==> src/rtl/icache_line_fill.sv <==
// icache_line_fill: GSU instruction-cache miss handler; 8-byte line fills from ROM and uncached bypass fetches
module icache_line_fill (
  input  logic        clk,
  input  logic        rst_n,
  input  logic        cache_start,
  input  logic        lookup_valid,
  input  logic [15:0] pc,
  input  logic [5:0]  line_idx,
  input  logic        orange,
  input  logic        romrdy,
  input  logic [7:0]  rom_data,
  output logic        fetch_req,
  output logic [15:0] rom_addr,
  output logic        cram_we,
  output logic [8:0]  cram_addr,
  output logic [7:0]  cram_wdata,
  output logic [63:0] tag_valid,
  output logic        hit,
  output logic        stall,
  output logic        byp_valid,
  output logic [7:0]  byp_data,
  output logic        fill_done
);
  typedef enum logic [1:0] {IDLE, FILL, BYPASS, DRAIN} state_t;
  state_t     r_state;
  logic [5:0] r_idx;
  logic [2:0] r_cnt;
  logic       w_beat;
  assign w_beat     = fetch_req & romrdy;
  assign hit        = lookup_valid & ~orange & tag_valid[line_idx] & (r_state == IDLE);
  assign stall      = lookup_valid & ~hit & ~byp_valid;
  assign cram_we    = (r_state == FILL) & w_beat & ~cache_start;
  assign cram_addr  = {r_idx, r_cnt};
  assign cram_wdata = cram_we ? rom_data : 8'd0;
  always_ff @(posedge clk or negedge rst_n) begin
    if (!rst_n) begin
      r_state   <= IDLE;
      r_idx     <= '0;
      r_cnt     <= '0;
      fetch_req <= 1'b0;
      rom_addr  <= '0;
      tag_valid <= '0;
      byp_valid <= 1'b0;
      byp_data  <= '0;
      fill_done <= 1'b0;
    end else begin
      fill_done <= 1'b0;
      byp_valid <= 1'b0;
      case (r_state)
        IDLE: begin
          // the byp_valid cycle is the held request being answered, not a new one
          if (lookup_valid & ~byp_valid & orange) begin
            r_state   <= BYPASS;
            fetch_req <= 1'b1;
            rom_addr  <= pc;
          end else if (lookup_valid & ~byp_valid & ~tag_valid[line_idx]) begin
            r_state   <= FILL;
            fetch_req <= 1'b1;
            r_idx     <= line_idx;
            r_cnt     <= '0;
            rom_addr  <= {pc[15:3], 3'b000};
          end
        end
        FILL: begin
          if (w_beat & cache_start) begin
            r_state   <= IDLE;
            fetch_req <= 1'b0;
          end else if (w_beat) begin
            r_cnt    <= r_cnt + 3'd1;
            rom_addr <= {rom_addr[15:3], r_cnt + 3'd1};
            if (r_cnt == 3'd7) begin
              r_state          <= IDLE;
              fetch_req        <= 1'b0;
              tag_valid[r_idx] <= 1'b1;
              fill_done        <= 1'b1;
            end
          end else if (cache_start) r_state <= DRAIN;
        end
        BYPASS: begin
          if (w_beat) begin
            r_state   <= IDLE;
            fetch_req <= 1'b0;
            if (!cache_start) begin
              byp_data  <= rom_data;
              byp_valid <= 1'b1;
            end
          end else if (cache_start) r_state <= DRAIN;
        end
        DRAIN: begin
          if (w_beat) begin
            r_state   <= IDLE;
            fetch_req <= 1'b0;
          end
        end
        default: r_state <= IDLE;
      endcase
      // flush overrides any valid bit set at this edge
      if (cache_start) tag_valid <= '0;
    end
  end
endmodule

==> config.mk <==
export PLATFORM = sky130hd
export DESIGN_NAME = icache_line_fill
export DESIGN_NICKNAME = d
export VERILOG_FILES = /design/src/rtl/icache_line_fill.sv
export SDC_FILE = /design/constraint.sdc
export NUM_CORES = 1
export LEC_CHECK = 0
export ABC_AREA = 0
export BUFFER_PORTS_ARGS = -buffer_cell sky130_fd_sc_hd__buf_2
export CAP_MARGIN = 20
export CORE_UTILIZATION = 40
export CTS_BUF_LIST = sky130_fd_sc_hd__clkbuf_4 sky130_fd_sc_hd__clkbuf_8
export DETAILED_ROUTE_END_ITERATION = 16
export GPL_TIMING_DRIVEN = 0
export PLACE_DENSITY = 0.7
export SYNTH_ARGS = -nofsm -noshare
export SYNTH_HDL_FRONTEND = slang
export SYNTH_SLANG_ARGS = --single-unit
==> constraint.sdc <==
create_clock -name clk -period 3.3 [get_ports clk]
set_clock_uncertainty 0.2 [all_clocks]
set_input_delay 0.66 -clock clk [delete_from_list [all_inputs] [get_ports clk]]
set_output_delay 0.66 -clock clk [all_outputs]
set_load 0.02 [all_outputs]
==> flow_metrics.py <==
metrics = {
    "timing": {
        "drv_slew": 0,
        "slew_headroom_pct": 35.8,
        "finalCritPeriodShare_pct": 101,
        "layout_setup_ws_ns": -0.0258,
        "setup_tns_ns": -0.0258,
        "max_freq_mhz": 301,
        "hold_violations": 0,
        "worst_pin_slew_ns": 0.960,
        "fin_crit_ns": 3.33,
        "rsz0062_at_grt": "yes",
        "finalSetupViolations": 1,
    },
    "clock_network": {
        "cts_tree": "done",
        "clock_path_buffers": 2,
        "numCtsBuffers": 9,
        "ctsHoldBuffers": 0,
        "cts_sinks": 102,
        "clock_latency_ns": 0.38,
        "clk_pin_slew_ns": 0.11,
        "h-tree-depth": 3,
        "ctsRootBufferMaster": "clkbuf_8",
    },
    "yosys": {
        "yosys.area_share.simple_pct": 13.0,
        "synth_area_leaders": "dfrtp_1 (54%), a21oi_1 (6.8%), mux4_1 (6.7%)",
        "syn-num-nets": 448,
        "yosys_warnings": 0,
        "synth_top_area_share_pct": 54.0,
        "synth-async-reset-ratio_pct": 100,
        "synth_xor_area_share_pct": 0,
        "ys_seq_area_share_pct": 54.0,
        "synth_edf_count": 0,
        "synth_top_cell_by_area": "dfrtp_1",
        "yosys.cell_types.count": 43,
        "synthAdderAreaFrac_pct": 0.529,
        "synth_top_family_by_area": "multiplexers",
        "synth-main-ff-cell": "dfrtp_1",
        "synth_compound_area_share_pct": 11.3,
        "syn_inst": 410,
        "muxShareOfSynthArea_pct": 18.0,
        "netlist_area_sq_um": 4730,
        "ys_ff_latch": 102,
        "avgSynthCellArea_sq_um": 11.5,
    },
    "routing": {
        "wirelength_um": 13000,
        "wl_per_cell_um": 18.1,
        "firstDrtPassIters": 5,
        "vias": 3921,
        "avgViaCountPerCell": 5.45,
        "drcViolationCount": 0,
        "ant_nets": 0,
        "first_iter_violations": 304,
    },
    "power_and_ir_drop": {
        "ir_worst_vdd_mv": 0.384,
        "powerDensity_nw_per_um2": 519,
        "p_leak_nw": 3.13,
    },
    "global_route": {
        "antenna_found_initial": 0,
        "grt_pass1_wl_um": 20500,
        "grt_usage_pct": 21.6,
        "first_global_vias": 3803,
        "grt_max_degree": 55,
        "overflow": 0,
    },
    "setup_path": {
        "path_max_fanout": 8,
        "worstSetupPathType": "in2out",
        "worstSetupEndpointType": "output port",
        "cp_slowest_cell": "mux4_2",
        "arrival_ns": 2.47,
        "worstPathCellList": "buf_12 > buf_12 > mux4_2 > a221o_1 > o32a_4 > nor2_4 > and3_4 > buf_6",
        "required_ns": 2.44,
        "startpoint_type": "primary input",
        "cpMostUsedCell": "buf_12",
        "crit_buf_inv": 3,
        "cp_slowest_stage_delay_ns": 0.52,
        "path_delay_family": "compound AO/OA/AOI/OAI gates",
    },
    "flow_run": {
        "cap_violations": 0,
    },
    "outcome": {
        "outcome": "finished, violations left",
        "violations": "setup timing",
    },
    "finish": {
        "synthToLayoutAreaGrowth_pct": 26.8,
        "seqCellArea_sq_um": 2550,
        "fill_cells": 1026,
        "final_cell_mix": "buf_2 (139), dfrtp_1 (102), nor2_1 (72), a21oi_1 (63), mux2_2 (22)",
        "drive_above_1_share_pct": 40.5,
        "layout_commonest_cell": "buf_2",
        "nNetsFinal": 609,
        "multiInputGateArea_sq_um": 2090,
        "antennaDiodeCount": 0,
        "final_cells": 719,
    },
    "floorplan": {
        "die_h_um": 111,
        "io_pins": 147,
        "die_w_um": 111,
        "initial_core_util_pct": 41.2,
        "coreArea_sq_um": 11500,
        "dieArea_sq_um": 12300,
        "num_rows": 39,
    },
    "hold_path": {
        "hp-class": "in2async",
    },
    "place": {
        "gp_congestion": 0.858,
        "dpl.cell_count": 698,
        "port_buffers": 141,
        "hpwl_um": 9310,
    },
}
-- state kept, by name, summed over array words and instances, names as in the netlist --
| signal | flops |
|---|---|
| byp_data | 8 |
| byp_valid | 1 |
| fetch_req | 1 |
| fill_done | 1 |
| r_cnt | 3 |
| r_idx | 6 |
| r_state | 2 |
| rom_addr | 16 |
| tag_valid | 64 |
-- final cells by class --
class | instances | area share, %
sequential | 102 | 42.6
multi-input combinational | 275 | 34.8
timing repair buffer | 150 | 13.4
tap | 143 | 2.99
buffer | 27 | 2.82
clock buffer | 9 | 2.07
clock inverter | 7 | 0.981
inverter | 6 | 0.376
-- metal layers --
metal | track usage [%] | vias to the layer above | part of all wire (%)
li1 | - | 1786 | -
met1 | 28.2 | 1946 | 43
met2 | 34.0 | 162 | 48
met5 | 0 | - | 0
met4 | 8.71 | 0 | 2.1
met3 | 6.07 | 27 | 7.2
-- through the flow --
stage          instance area, sq um  worst slack [ns]  power [mW]  util, %  hold WS [ns]
6_report                       5990           -0.0258        3.11     52.3        0.0846
5_1_grt                        5990           -0.0776        3.27     52.3         0.120
4_1_cts                        5950          0.000623        3.13     51.9         0.100
3_5_place_dp                   5690            -0.439        2.36     49.6         0.291
3_3_place_gp                   5620            -0.422        2.33     49.0         0.284
2_1_floorplan                  4740          0.000341        2.05        -         0.164
-- power by group --
part	internal (mW)	leakage, nW	switching (mW)	total (mW)
registers	1.40	1.38	0.0886	1.49
clock network	0.283	0.0800	0.469	0.752
logic	0.333	1.68	0.535	0.868
total	2.02	3.13	1.09	3.11
-- logic make-up (layout without fill, tap and decap cells) --
family,count (synthesis),after routing
simple gates,130,130
flops,102,102
compound gates,89,89
mux,54,54
buf+inv,33,199
fa+ha+maj,2,2
-- worst reg2reg max path, stage by stage (launching register included) --
cell,delay [ns]
dfrtp_1,0.37
clkbuf_1,0.19
nor2b_1,0.14
clkbuf_1,0.27
nand4_1,0.43
nor3_1,0.77
clkbuf_2,0.31
a21oi_1,0.09
nor2_1,0.12
-- Yosys cell counts (all sizes together) (3+ instances only) --
master and n:
and3 3, inv 6, nor2b 13, a21o 4, mux4 15, nor3 10, nor2 73, mux2i 5
a21oi 64, clkbuf 17, buf 10, nand2 8, mux2 34, and2 10, nor4 3, dfrtp 102
a32o 3
-- repair_timing --
item,4_1_cts,5_1_grt
pin swaps,2,5
buffers inserted,3,1
gates resized for setup,24,9
endpoints found under the setup margin,11,10
-- path summary, 6_finish.rpt --
path | startpoint | end | slack [ns] | depth (start not counted)
max reg2reg | r_state[1] | tag_valid[47] | 0.35 | 8
min | rst_n | tag_valid[41] | 0.08 | 1
min in group clk | romrdy | fetch_req | 0.29 | 2
max | line_idx[0] | hit | -0.03 | 8
max in group asynchronous | rst_n | tag_valid[16] | 2.13 | 2
min reg2reg | rom_addr[5] | rom_addr[5] | 0.31 | 1
No activity file was read; power rests on OpenSTA's default activity.
